==> config.mk <==
export PLATFORM = sky130hd
export DESIGN_NAME = axi_axis2bram_flat
export DESIGN_NICKNAME = d
export VERILOG_FILES = /design/src/rtl/mem_buf_pkg.sv /design/src/rtl/axi_axis2bram_if.sv /design/src/rtl/axi_axis2bram.sv /design/src/flat_wrapper.sv
export SDC_FILE = /design/constraint.sdc
export NUM_CORES = 1
export LEC_CHECK = 0
export ABC_AREA = 1
export CAP_MARGIN = 20
export CORE_AREA = 2 2 423 425
export CTS_CLUSTER_SIZE = 28
export DETAILED_ROUTE_END_ITERATION = 16
export DIE_AREA = 0 0 425 427
export SLEW_MARGIN = 20
export SYNTH_ARGS = -nofsm -noshare
export SYNTH_HDL_FRONTEND = slang
export SYNTH_SLANG_ARGS = --single-unit
export TNS_END_PERCENT = 10
==> constraint.sdc <==
create_clock -name clk -period 2.1 [get_ports clk]
set_input_delay 0.42 -clock clk [delete_from_list [all_inputs] [get_ports clk]]
set_output_delay 0.42 -clock clk [all_outputs]
set_load 0.03 [all_outputs]
==> src/rtl/mem_buf_pkg.sv <==
// mem_buf_pkg: shared transfer-state encoding and length helper for the mem_buf stream bridges
package mem_buf_pkg;
  typedef enum logic [1:0] {S_IDLE, S_BUSY, S_DRAIN} xfer_state_t;
  function automatic logic [63:0] ceil_div_bits(input logic [63:0] nbytes, input int unsigned width);
    return ((nbytes << 3) + 64'(width) - 64'd1) / 64'(width);
  endfunction
endpackage

==> src/rtl/axi_axis2bram_if.sv <==
// axi_axis2bram_if: AXI4-Stream data channel
interface axi_axis2bram_if #(parameter int DW = 512) ();
  logic          tvalid;
  logic          tready;
  logic [DW-1:0] tdata;
  logic          tlast;
  modport master (output tvalid, tdata, tlast, input tready);
  modport slave  (input tvalid, tdata, tlast, output tready);
endinterface

==> src/rtl/axi_axis2bram.sv <==
// axi_axis2bram: AXI4-Stream slave that writes beat k to BRAM address k, checks tlast against the programmed length
module axi_axis2bram
  import mem_buf_pkg::*;
#(
  parameter int AXI_DATA_WIDTH      = 512,
  parameter int AXI_XFER_SIZE_WIDTH = 32,
  parameter int BRAM_ADDR_WIDTH     = 32,
  parameter int BRAM_DATA_WIDTH     = 512
) (
  input  logic                           clk,
  input  logic                           rst_n,
  input  logic                           i_as2b_start,
  output logic                           o_as2b_done,
  input  logic [AXI_XFER_SIZE_WIDTH-1:0] i_as2b_data_size_bytes,
  output logic                           o_as2b_err,
  axi_axis2bram_if.slave                 s_axis,
  output logic [BRAM_ADDR_WIDTH-1:0]     o_as2b_wraddr,
  output logic [BRAM_DATA_WIDTH-1:0]     o_as2b_wrdata,
  output logic                           o_as2b_wren
);
  localparam int CW = AXI_XFER_SIZE_WIDTH + 4;
  if (AXI_DATA_WIDTH != BRAM_DATA_WIDTH) begin : g_width_check
    $error("axi_axis2bram: AXI_DATA_WIDTH must equal BRAM_DATA_WIDTH");
  end
  xfer_state_t                state_q, state_d;
  logic [CW-1:0]              depth_q, depth_d, cnt_q, cnt_d, depth_in;
  logic                       tready_q, tready_d, err_q, err_d, wren_q, wren_d;
  logic [BRAM_ADDR_WIDTH-1:0] wraddr_q, wraddr_d;
  logic [BRAM_DATA_WIDTH-1:0] wrdata_q, wrdata_d;
  logic                       acc, last_beat;
  assign depth_in  = CW'(ceil_div_bits(64'(i_as2b_data_size_bytes), BRAM_DATA_WIDTH));
  assign acc       = s_axis.tvalid & tready_q;
  assign last_beat = cnt_q == depth_q - CW'(1);
  always_comb begin
    state_d  = state_q;
    depth_d  = depth_q;
    cnt_d    = cnt_q;
    err_d    = err_q;
    wren_d   = acc && state_q == S_BUSY;
    wraddr_d = wren_d ? BRAM_ADDR_WIDTH'(cnt_q) : wraddr_q;
    wrdata_d = wren_d ? s_axis.tdata : wrdata_q;
    case (state_q)
      S_IDLE: if (i_as2b_start && depth_in != '0) begin
        state_d = S_BUSY;
        depth_d = depth_in;
        cnt_d   = '0;
        err_d   = 1'b0;
      end
      S_BUSY: if (acc) begin
        cnt_d = cnt_q + CW'(1);
        if (last_beat) begin
          state_d = s_axis.tlast ? S_IDLE : S_DRAIN;
          err_d   = ~s_axis.tlast;
        end else if (s_axis.tlast) begin
          state_d = S_IDLE;
          err_d   = 1'b1;
        end
      end
      S_DRAIN: state_d = (acc && s_axis.tlast) ? S_IDLE : S_DRAIN;
      default: state_d = S_IDLE;
    endcase
    tready_d = state_d != S_IDLE;
  end
  always_ff @(posedge clk or negedge rst_n) begin
    if (!rst_n) begin
      state_q  <= S_IDLE;
      depth_q  <= '0;
      cnt_q    <= '0;
      tready_q <= 1'b0;
      err_q    <= 1'b0;
      wren_q   <= 1'b0;
      wraddr_q <= '0;
      wrdata_q <= '0;
    end else begin
      state_q  <= state_d;
      depth_q  <= depth_d;
      cnt_q    <= cnt_d;
      tready_q <= tready_d;
      err_q    <= err_d;
      wren_q   <= wren_d;
      wraddr_q <= wraddr_d;
      wrdata_q <= wrdata_d;
    end
  end
  assign s_axis.tready = tready_q;
  assign o_as2b_done   = state_q == S_IDLE && !wren_q;
  assign o_as2b_err    = err_q;
  assign o_as2b_wren   = wren_q;
  assign o_as2b_wraddr = wraddr_q;
  assign o_as2b_wrdata = wrdata_q;
endmodule

==> src/flat_wrapper.sv <==
// flat-port wrapper written by rule: the top's interface ports become plain ports
module axi_axis2bram_flat import mem_buf_pkg::*;
#(
  parameter int AXI_DATA_WIDTH      = 512,
  parameter int AXI_XFER_SIZE_WIDTH = 32,
  parameter int BRAM_ADDR_WIDTH     = 32,
  parameter int BRAM_DATA_WIDTH     = 512
)
  (clk, rst_n, i_as2b_start, o_as2b_done, i_as2b_data_size_bytes, o_as2b_err, o_as2b_wraddr, o_as2b_wrdata, o_as2b_wren, s_axis_tvalid, s_axis_tdata, s_axis_tlast, s_axis_tready);
  axi_axis2bram_if #(.DW((512))) s_axis_i ();
  input  logic clk;
  input  logic rst_n;
  input  logic i_as2b_start;
  output logic o_as2b_done;
  input  logic [AXI_XFER_SIZE_WIDTH-1:0] i_as2b_data_size_bytes;
  output logic o_as2b_err;
  output logic [BRAM_ADDR_WIDTH-1:0] o_as2b_wraddr;
  output logic [BRAM_DATA_WIDTH-1:0] o_as2b_wrdata;
  output logic o_as2b_wren;
  input wire logic [$bits(s_axis_i.tvalid)-1:0] s_axis_tvalid;
  input wire logic [$bits(s_axis_i.tdata)-1:0] s_axis_tdata;
  input wire logic [$bits(s_axis_i.tlast)-1:0] s_axis_tlast;
  output wire logic [$bits(s_axis_i.tready)-1:0] s_axis_tready;
  assign s_axis_i.tvalid = s_axis_tvalid;
  assign s_axis_i.tdata = s_axis_tdata;
  assign s_axis_i.tlast = s_axis_tlast;
  assign s_axis_tready = s_axis_i.tready;
  axi_axis2bram #(.AXI_DATA_WIDTH(AXI_DATA_WIDTH), .AXI_XFER_SIZE_WIDTH(AXI_XFER_SIZE_WIDTH), .BRAM_ADDR_WIDTH(BRAM_ADDR_WIDTH), .BRAM_DATA_WIDTH(BRAM_DATA_WIDTH)) u_core (.clk(clk), .rst_n(rst_n), .i_as2b_start(i_as2b_start), .o_as2b_done(o_as2b_done), .i_as2b_data_size_bytes(i_as2b_data_size_bytes), .o_as2b_err(o_as2b_err), .s_axis(s_axis_i), .o_as2b_wraddr(o_as2b_wraddr), .o_as2b_wrdata(o_as2b_wrdata), .o_as2b_wren(o_as2b_wren));
endmodule
==> impl_results.md, run 1 <==
* Via Count at roughly 28000
* Most common cell in the netlist: nand2_1
* Wire per inst at 23.1 um
* Fmax at 397 MHz
* Total Routed Length at 168000 um
* Synth Area in XOR/XNOR at 0.0302
* CP peak stage delay at 250 ps
* Int Power at 0.0383 W
* Synth async-reset ratio at 1.00
* CTS root buf: clkbuf_16
* Main combinational cell family by area after synthesis: simple AND/OR/NAND/NOR gates
* Leak at 27.6 nW
* CP arrival at 3140 ps
* Reg2reg end: u_core.s_axis.tready$_DFF_PN0_
* Post-synth top flop: dfrtp_1
* Status: complete, but fails checks
* Pin count of the biggest net entering global routing at 140
* Worst Path Buf+Inv at 7
* DRC viols at 0
* Die ar. at between 150000 and 200000 um^2
* CTS buffer count at 81
* Max_cap viols at 0
* Iteration-0 DRC Markers at 1957
* Min setup slack post-route at -417 ps
* Total gr overflow at 0
* Post-route minimum period at 2520 ps
* Average cell area after synthesis at ~8.1 um^2
* Failing checks: negative setup slack
* Sequential area share after synthesis at 0.582
* Post-synthesis simple-gate area fraction at 0.336
* Worst-Skew Late Latency at roughly 720 ps
* Setup TNS at -26210 ps
* Post-Synth Adder-Cell Area at 0.00187
* Rel. slew slack at 0.524
* Distinct cell type count of the synthesized netlist at 38
* Vias/cell at 3.91
* Pwr dens at between 1000 and 1500 nW/um^2
* # fillers at 18900
* Net Sw Power at 0.0328 W
* Worst path slowest cell: or2_4
* Setup crit end kind: flip-flop
* IR drop worst, VDD at around 0.0009 V
* Global-route wire length before repair at 227000 um
* First-pass DRT Iterations at 5
* Seq cells post-synth at 621
* Multiplexer share of the synthesized area at 0
* Critical path's top delay family: simple AND/OR/NAND/NOR gates
* Clock sinks at ~620
* Routability Congestion at 0.946
* Worst Setup SP: i_as2b_data_size_bytes[6]
* Number of global-route vias before repair at 29000
* Net Count, Synth at 3852
* Final net count at 5400
* Height of the die at 427 um
* CTS tree: done
* Clock skew at 30.2 ps
* CTS Buffer Depth at 3
* Register area at 15600 um^2
* Antenna violations before repair at 56
* Synthesized area at 26700 um^2
* Fraction of layout cells with a size suffix above 1 at 0.233
* Ys Warns at 0
* DRT antenna net count at 0
* Area contributors post-synth: dfrtp_1 58%, nand2_1 27%, nor2_1 2.5%
* Period Utilization, post-route at 1.20
* IO buf count at roughly 1100
* CP Launch Type: input pin
* Tot GR Track Use at 0.178
* Sequential group share of total power at 0.291
* Area of the core at 177000 um^2
* RSZ-0062 raised after global routing: true
* Crit path kind: input pin to flip-flop
* P&R area growth vs syn at 85.8%
* Crit path to: u_core.depth_q[34]$_DFFE_PN0P_
* Cell taking the most area after synthesis: dfrtp_1
* Logic pwr share at 0.503
* Max Slew Vio Count at 0
* Top fanout value on the critical path at 6
* Critical R2R Launch: u_core.depth_q[2]$_DFFE_PN0P_
* Multi-input gate area at 11800 um^2
* HPWL Detailed at 134000 um
* Final core occ at 0.280
* Synth top area share at 0.582
* Critical path cell sequence: buf_8 -> ha_4 -> nand2_4 -> nor2_4 -> buf_12 -> buf_6 -> buf_6 -> nand4_1 -> nand2_2 -> nor2_4 -> buf_12 -> nand3_4 -> nor2_4 -> nor2_2 -> nor2_2 -> nor2_1 -> nand2_1 -> nor2_4 -> nand3_4 -> nand2_8 -> buf_6 -> buf_6 -> or2_4 -> o21ai_1
* Total power at between 0.07 and 0.08 W
* Sw Ratio at 0.461
* IO Pins at between 1000 and 1500
* Num rows at 155
* Htree depth at 3
* Hold WC Path Type: input pin to async pin
* Top cells by count, synth: 1899 x nand2_1, 621 x dfrtp_1, 175 x nor2_1
* Chip width at 425 um
* Initial Util at 0.151
* Worst EP required at 2720 ps
* Clock share of power at 0.206
* R2r setup slk at -400 ps
* Final Setup Violations at 80
* Compound-Gate Fraction of Synth Area at 0.0134
* Worst Max-Slew Pin Slew at slightly above 700 ps
* Stages on the worst setup path at 24
* Reg2reg path depth at 15
* Hold slack at between 150 and 200 ps
* Pre-CTS setup slack at -1640 ps
* Worst-path clk slew at about 60 ps
* EDFF count, synth at 0
* Fin. Hold Viols at 0
* Post-Syn Instances at 3299
-- power by group through the flow --
stage / clock network, W / logic, W / registers [W]
final: 0.0147 / 0.0358 / 0.0207
after global routing: 0.0156 / 0.0379 / 0.0212
after CTS: 0.0152 / 0.0360 / 0.0208
after detailed placement: 0 / 0.0355 / 0.0209
after global placement: 0 / 0.0354 / 0.0208
after floorplan: 0 / 0.00756 / 0.0294
-- per-stage QoR --
stage          cells  cell area (um^2)
6_report        7276             49600
5_1_grt         7267             49600
4_1_cts         7249             48000
3_5_place_dp    7010             43200
3_3_place_gp    7010             43200
2_1_floorplan   3299             26800
-- routing by layer --
| layer | vias to the layer above | track usage | part of all wire |
|---|---|---|---|
| met4 | 46 | 0.0803 | 0.049 |
| li1 | 13200 | - | - |
| met3 | 328 | 0.0671 | 0.090 |
| met5 | - | 0.0106 | 0.0032 |
| met1 | 13900 | 0.203 | 0.38 |
| met2 | 973 | 0.293 | 0.48 |
-- layout by cell type (no fill, tap or decap), types with 8 or more instances in the layout --
master           instances
clkinv_2                 9
o21ai_1                 10
buf_6                   38
clkbuf_2                13
o21ai_0                 27
buf_12                  25
buf_16                  15
nor3_1                   8
dlygate4sd2_1           86
xnor2_1                 17
clkbuf_8                16
clkdlybuf4s50_1        516
nand3_1                 43
nand3_4                  9
buf_2                    9
buf_4                  500
dlymetal6s2s_1         336
nand2_1               1778
xor2_1                  66
nor2_4                  65
nor2_2                  46
diode_2                 18
dfrtp_2                 10
nand2_2                 90
nand2_4                 36
clkbuf_16               82
bufinv_16                8
clkdlybuf4s15_1         17
inv_1                   98
nor3_2                  11
clkdlybuf4s15_2         38
inv_2                   16
nor2_1                  80
clkbuf_1                14
nand4_1                 29
dfrtp_1                611
o21ai_2                 22
nand3_2                 23
-- registers in the layout, summed over array words and instances, names as in the netlist --
register,count
u_core.o_as2b_wren,1
u_core.o_as2b_wraddr,32
u_core.depth_q,36
u_core.state_q,2
u_core.o_as2b_wrdata,512
u_core.cnt_q,36
u_core.s_axis.tready,1
u_core.o_as2b_err,1
-- worst min-delay path by stage --
| stage | startpoint | to | slack (ps) | cells after the start |
|---|---|---|---|---|
| floorplan | rst_n | u_core.cnt_q[0]$_DFFE_PN0P_ | 120 | 0 |
| global placement | rst_n | u_core.o_as2b_wrdata[461]$_DFFE_PN0P_ | 320 | 1 |
| detailed placement | rst_n | u_core.o_as2b_wrdata[466]$_DFFE_PN0P_ | 320 | 1 |
| CTS | rst_n | u_core.o_as2b_wrdata[466]$_DFFE_PN0P_ | 100 | 2 |
| global route | rst_n | u_core.o_as2b_wrdata[461]$_DFFE_PN0P_ | 140 | 2 |
| finish | rst_n | u_core.o_as2b_wrdata[461]$_DFFE_PN0P_ | 180 | 2 |
-- cells by family (layout without fill, tap and decap cells) --
group           count (synthesis)  count (layout)
compound gates                 68              68
xor+xnor                       92              92
fa+ha+maj                       4               4
buf+inv                       254            1858
flops                         621             621
other cells                     0              18
simple gates                 2260            2260
-- final cells by class --
cell class	count	share of cell area
timing repair inverter	1	0.000328
tap	2355	0.0594
clock buffer	111	0.0463
inverter	119	0.00971
timing repair buffer	1599	0.323
clock inverter	28	0.00885
antenna	18	0.000908
multi-input combinational	2424	0.238
sequential	621	0.313
-- what timing repair did --
item / 4_1_cts / 5_1_grt
endpoints found under the setup margin: 719 / 800
cloned: 11 / 1
hold buffers: 1 / 0
hold endpoints to repair: 186 / 0
gates resized for setup: 664 / 529
buffers inserted: 89 / 14
pin swaps: 132 / 69
No activity file was read; power rests on OpenSTA's default activity.
==> run 2, diff against run 1 <==
--- a/config.mk
+++ b/config.mk
@@ -11,6 +11,8 @@
 export CTS_CLUSTER_SIZE = 28
 export DETAILED_ROUTE_END_ITERATION = 16
 export DIE_AREA = 0 0 425 427
+export GPL_TIMING_DRIVEN = 0
+export HOLD_SLACK_MARGIN = 0.05
 export SLEW_MARGIN = 20
 export SYNTH_ARGS = -nofsm -noshare
 export SYNTH_HDL_FRONTEND = slang
==> run 2 against run 1 <==
Effect of this change:
- the run ends with negative hold slack, negative setup slack left
- clock power is 4% lower
- setup slack worse by 27 ps
- sequential share of layout area increased by 2.3 points
- power is 2.5% lower
- highest routed layer unchanged
- register-to-register slack got worse by 40 ps
- hold slack worse by 610 ps
- largest power group unchanged
- count of clock-buffer cells in the layout decreased by 3
- design area is 6.7% lower
- utilization is 1.9 points lower
==> impl_results.md, run 2 (synthesis gave the netlist of run 1 again) <==
* Inst Count DP at 6759
* Leak at 22.7 nW
* IO Pins at 1097
* Worst Path Buf+Inv at 0
* CP Launch Type: flip-flop
* Critical path cell sequence: nor2_4 -> nand4_1 -> nor3_4 -> nand4_1 -> xor2_1 -> nand3_1 -> nor2_2 -> nand2_2 -> nor2_4 -> nand2_2 -> a22oi_2 -> nand3_1
* Iteration-0 DRC Markers at 2005
* Fin cells at 7025
* Critical path's top delay family: simple AND/OR/NAND/NOR gates
* Setup crit end kind: flip-flop
* Worst-path clk slew at 60 ps
* First-pass DRT Iterations at 5
* DRT antenna net count at 0
* Most frequent cells in the layout: 1789 x nand2_1, 620 x clkdlybuf4s50_1, 605 x dfrtp_1
* Total Routed Length at 170000 um
* Pre-CTS setup slack at -1850 ps
* Clock sinks at 621
* Commonest non-fill, non-tap cell in the layout: nand2_1
* CTS Buffer Depth at 3
* Final core occ at 0.261
* Hold WC Path Type: input pin to async pin
* Hold slack at -431 ps
* Tot GR Track Use at 0.178
* Pwr dens at 1500 nW/um^2
* CP arrival at about 3100 ps
* Crit path kind: flip-flop to flip-flop
* IO buf count at 1096
* CP peak stage delay at 460 ps
* Rel. slew slack at 0.577
* Htree depth at 3
* Chip width at 425 um
* Vias/cell at about 4.0
* IR drop worst, VDD at 0.000920 V
* Total gr overflow at 0
* Pin count of the biggest net entering global routing at 92
* Max Slew Vio Count at 0
* Post-route minimum period at 2540 ps
* CTS root buf: clkbuf_16
* Number of global-route vias before repair at 26800
* P&R area growth vs syn at 73.4%
* Max reg flops at 512
* Die ar. at 181000 um^2
* DRC viols at 0
* Wire per inst at 24.2 um
* Failing checks: negative hold slack, negative setup slack
* Final net count at 5139
* Num rows at 155
* Area of the core at 177000 um^2
* Fraction of layout cells with a size suffix above 1 at 0.168
* Final Setup Violations at about 190
* Antenna violations before repair at 54
* RSZ-0062 raised after global routing: true
* Routability Congestion at 0.969
* Height of the die at about 430 um
* Max_cap viols at 0
* Status: complete, but fails checks
* Fin. Hold Viols at 73
* Top fanout value on the critical path at 4
* Worst path slowest cell: dfrtp_2
* HPWL Detailed at 140000 um
* Worst Max-Slew Pin Slew at 634 ps
* Clock skew at about 56 ps
* Period Utilization, post-route at 1.21
* CTS buffer count at 79
* Via Count at 28000
* Worst EP required at 2640 ps
* Min setup slack post-route at -444 ps
* Fmax at a little under 400 MHz
* # fillers at 19200
* Worst-Skew Late Latency at 730 ps
* Initial Util at 0.151
* CTS tree: done
* Global-route wire length before repair at 223000 um
## run 2: changes by cell type in the layout (fill, tap and decap cells not counted), sizes merged, moves of 34 or more
| cell | delta |
|---|---|
| clkdlybuf4s50 | +104 |
| dlymetal6s2s | -320 |
| clkdlybuf4s15 | +34 |
| dlygate4sd2 | +263 |
| clkbuf | +96 |
| buf | -438 |
## run 2: final timing paths
| path | startpoint | to | slack [ps] | depth (start not counted) |
|---|---|---|---|---|
| worst max-delay path | u_core.depth_q[2]$_DFFE_PN0P_ | u_core.s_axis.tready$_DFF_PN0_ | -440 | 12 |
| worst min-delay path | rst_n | u_core.o_as2b_wrdata[466]$_DFFE_PN0P_ | -430 | 1 |
| worst max register to register | u_core.depth_q[2]$_DFFE_PN0P_ | u_core.s_axis.tready$_DFF_PN0_ | -440 | 12 |
| worst min register to register | u_core.o_as2b_wraddr[31]$_DFFE_PN0P_ | u_core.o_as2b_wraddr[31]$_DFFE_PN0P_ | 460 | 2 |
| max in group asynchronous | rst_n | u_core.o_as2b_wrdata[142]$_DFFE_PN0P_ | 300 | 5 |
| min in group clk | s_axis_tdata[380] | u_core.o_as2b_wrdata[380]$_DFFE_PN0P_ | 230 | 3 |
## run 2: routing by layer
layer / global-route usage / share of wire / vias to the layer above / routed length [um]
met5: 0 / 0.0014 / - / 241
met4: 0.103 / 0.067 / 34 / 11300
met3: 0.0764 / 0.11 / 316 / 18500
met2: 0.276 / 0.45 / 1142 / 77200
met1: 0.205 / 0.37 / 13800 / 62800
li1: - / - / 12700 / -
## run 2: power by group
part           total, W  leakage (nW)  switching, W  internal [W]
clock            0.0141          1.30       0.00607       0.00807
combinational    0.0346          13.7        0.0237        0.0109
sequential       0.0207          7.77       0.00363        0.0171
total            0.0694          22.7        0.0334        0.0360
## run 2: area by class of cell
cell class,count,area (um^2),area share
antenna,23,57.6,0.00124
buffer,134,1020,0.0221
clock buffer,108,2250,0.0485
clock inverter,34,405,0.00876
inverter,119,465,0.0101
multi-input combinational,2424,11700,0.253
sequential,621,15600,0.336
tap,2355,2950,0.0636
timing repair buffer,1206,11900,0.257
timing repair inverter,1,16.3,0.000351
## run 2: what timing repair did
item,CTS,global route
setup endpoints to repair,1169,817
hold endpoints to repair,73,73
setup buffers,40,51
gates cloned,1,10
pin swaps,32,91
gates resized for setup,872,502
## run 2: worst reg2reg max path, stage by stage, from the launching register on
cell	delay, ps
dfrtp_2	460
nor2_4	140
nand4_1	220
nor3_4	280
nand4_1	160
xor2_1	170
nand3_1	100
nor2_2	170
nand2_2	90
nor2_4	190
nand2_2	110
a22oi_2	170
nand3_1	120
## run 2: per-stage QoR
step	setup TNS, ps	area, um^2	power [W]
2_1_floorplan	-25600	26800	0.0370
3_3_place_gp	-	40700	0.0558
3_5_place_dp	-901590	40900	0.0560
4_1_cts	-51120	44300	0.0691
5_1_grt	-66240	46300	0.0728
6_report	-26990	46300	0.0694
==> run 3, diff against run 2 <==
--- a/config.mk
+++ b/config.mk
@@ -8,11 +8,13 @@
 export ABC_AREA = 1
 export CAP_MARGIN = 20
 export CORE_AREA = 2 2 423 425
+export CTS_CLUSTER_DIAMETER = 40
 export CTS_CLUSTER_SIZE = 28
 export DETAILED_ROUTE_END_ITERATION = 16
 export DIE_AREA = 0 0 425 427
 export GPL_TIMING_DRIVEN = 0
 export HOLD_SLACK_MARGIN = 0.05
+export SETUP_SLACK_MARGIN = 0.02
 export SLEW_MARGIN = 20
 export SYNTH_ARGS = -nofsm -noshare
 export SYNTH_HDL_FRONTEND = slang
==> run 3 against run 2 <==
Effect of this change:
- the flow still finishes with violations (negative hold slack, negative setup slack)
- via count increased by 1.5%
- power increased by 14%
- hold slack improved by 36 ps
- clock power increased by 50%
- wire length increased by 1.4%
- utilization increased by 1.4 points
- count of clock-buffer cells in the layout increased by 30
- final cell count increased by 1.4%
- combinational power increased by 8.4%
- critical path type unchanged
- highest routed layer unchanged
==> impl_results.md, run 3 (synthesis gave the netlist of run 1 again) <==
* Design area at about 50000 um^2
* Final Setup Violations at 906
* Clock share of power at 0.265
* Reg2reg end: u_core.s_axis.tready$_DFF_PN0_
* Dpl cell area at slightly above 40000 um^2
* Worst-Skew Late Latency at 770 ps
* Sw Ratio at 0.448
* Leak at 23.0 nW
* Int Power at approximately 0.044 W
* Iteration-0 DRC Markers at 2064
* Multi-input gate area at 11700 um^2
* Crit path to: u_core.s_axis.tready$_DFF_PN0_
* DRT antenna net count at 0
* Fraction of layout cells with a size suffix above 1 at 0.202
* Tot GR Track Use at 0.181
* R2r setup slk at -430 ps
* CP Launch Type: flip-flop
* Height of the die at 427 um
* First-pass DRT Iterations at 7
* Reg2reg path depth at 14
* Htree depth at 3
* Num rows at 155
* Hold WC Path Type: input pin to async pin
* Hold slack at -395 ps
* Status: complete, but fails checks
* RSZ-0062 raised after global routing: true
* IO buf count at 1096
* HPWL Detailed at 140000 um
* Setup crit end kind: flip-flop
* IR drop worst, VDD at 0.00101 V
* Critical R2R Launch: u_core.depth_q[2]$_DFFE_PN0P_
* Total power at 0.0795 W
* Antenna violations before repair at 51
* CP arrival at 3130 ps
* Die ar. at 181000 um^2
* Final net count at a little over 5000
* Rel. slew slack at 0.480
* Pin count of the biggest net entering global routing at between 90 and 100
* Vias/cell at approximately 4.0
* CTS root buf: clkbuf_16
* Routability Congestion at 0.969
* Clock skew at 37.3 ps
* Commonest non-fill, non-tap cell in the layout: nand2_1
* Net Sw Power at 0.0356 W
* Clock sinks at 621
* Number of global-route vias before repair at 27500
* Worst Setup SP: u_core.depth_q[2]$_DFFE_PN0P_
* Critical path cell sequence: nor2_2 -> nand3_2 -> nor2_4 -> nand2_4 -> nor2_4 -> nand2_2 -> nor2_4 -> nand4_1 -> xor2_1 -> nand3b_1 -> nor2_4 -> nand2_2 -> a22oi_2 -> nand3_1
* Worst path slowest cell: dfrtp_2
* P&R area growth vs syn at 82.9%
* CP peak stage delay at around 440 ps
* Worst-path clk slew at roughly 60 ps
* Most frequent cells in the layout: 1745 x nand2_1, 911 x clkdlybuf4s50_1, 609 x dfrtp_1
* Period Utilization, post-route at 1.21
* Global-route wire length before repair at 227000 um
* Total Routed Length at 172000 um
* CTS Buffer Depth at 3
* Via Count at 28400
* Sequential group share of total power at 0.263
* Crit path kind: flip-flop to flip-flop
* Max reg flops at 512
* Pwr dens at 1630 nW/um^2
* CTS tree: done
* Min setup slack post-route at -434 ps
* Top fanout value on the critical path at 3
* Logic pwr share at 0.471
* Stages on the worst setup path at 14
* Post-route minimum period at 2530 ps
* DRC viols at 0
* Critical path's top delay family: simple AND/OR/NAND/NOR gates
* Pre-CTS setup slack at -1850 ps
* Fmax at 395 MHz
* Most frequent CP cell: nor2_4
* Worst Max-Slew Pin Slew at 783 ps
* Max Slew Vio Count at 0
* Worst Path Buf+Inv at 0
* Register area at 15600 um^2
* Max_cap viols at 0
* Total gr overflow at 0
* # fillers at approximately 19000
* IO Pins at 1097
* Chip width at ~430 um
* Worst EP required at 2700 ps
* Fin. Hold Viols at 73
* Initial Util at 0.151
* Area of the core at 177000 um^2
* Failing checks: negative hold slack, negative setup slack
* Wire per inst at between 20 and 25 um
* CTS buffer count at 120
-- run 3: cell types whose count changed in the layout (fill, tap and decap cells not counted), sizes merged, moves of 2 or more --
cell / change
buf: +2
bufinv: +14
clkbuf: +48
clkdlybuf4s15: +25
clkdlybuf4s50: +291
clkinv: +7
clkinvlp: +14
diode: -8
dlygate4sd2: -319
inv: +23
-- run 3: worst register-to-register path, stage by stage, from the launching register on --
cell	delay [ps]
dfrtp_2	440
nor2_2	140
nand3_2	120
nor2_4	140
nand2_4	100
nor2_4	120
nand2_2	90
nor2_4	150
nand4_1	110
xor2_1	150
nand3b_1	210
nor2_4	220
nand2_2	120
a22oi_2	150
nand3_1	120
-- run 3: power by group through the flow --
stage	Sequential (W)	Clock (W)	Combinational [W]
floorplan	0.0294	0	0.00756
global placement	0.0208	0	0.0350
detailed placement	0.0207	0	0.0353
CTS	0.0208	0.0215	0.0365
global route	0.0214	0.0221	0.0395
finish	0.0209	0.0211	0.0375
-- run 3: through the flow --
| stage | util | TNS, ps | std cells |
|---|---|---|---|
| 2_1_floorplan | - | -25600 | 3299 |
| 3_3_place_gp | 0.230 | - | 6750 |
| 3_5_place_dp | 0.231 | -901590 | 6759 |
| 4_1_cts | 0.265 | -150130 | 7042 |
| 5_1_grt | 0.276 | -228670 | 7114 |
| 6_report | 0.276 | -115490 | 7121 |
-- run 3: metal layers --
metal / global-route usage / routed length, um / share of wire
met4: 0.114 / 12500 / 0.072
met1: 0.205 / 64400 / 0.37
met3: 0.0782 / 18000 / 0.10
met5: 0 / 200 / 0.0012
met2: 0.278 / 77400 / 0.45
-- run 3: layout make-up --
| type | instances | share of cell area |
|---|---|---|
| clock inverter | 92 | 0.0248 |
| antenna | 15 | 0.000768 |
| sequential | 621 | 0.318 |
| tap | 2355 | 0.0603 |
| inverter | 119 | 0.00953 |
| multi-input combinational | 2424 | 0.240 |
| timing repair buffer | 1223 | 0.258 |
| clock buffer | 138 | 0.0660 |
| buffer | 133 | 0.0226 |
| timing repair inverter | 1 | 0.000333 |
-- run 3: worst min-delay path by stage --
stage | endpoint | cells past startpoint | slack (ps)
final | u_core.o_as2b_wrdata[468]$_DFFE_PN0P_ | 1 | -390
after global routing | u_core.o_as2b_wrdata[468]$_DFFE_PN0P_ | 1 | -370
after CTS | u_core.o_as2b_wrdata[468]$_DFFE_PN0P_ | 1 | -420
after detailed placement | u_core.o_as2b_wrdata[466]$_DFFE_PN0P_ | 1 | 430
after global placement | u_core.o_as2b_wrdata[286]$_DFFE_PN0P_ | 2 | 450
after floorplan | u_core.cnt_q[0]$_DFFE_PN0P_ | 0 | 120
-- run 3: what timing repair did --
action / 4_1_cts / 5_1_grt
gates cloned: 8 / 12
buffers inserted: 46 / 55
pin swaps: 30 / 78
hold endpoints to repair: 73 / 73
resized for setup: 760 / 431
setup endpoints to repair: 1169 / 1131
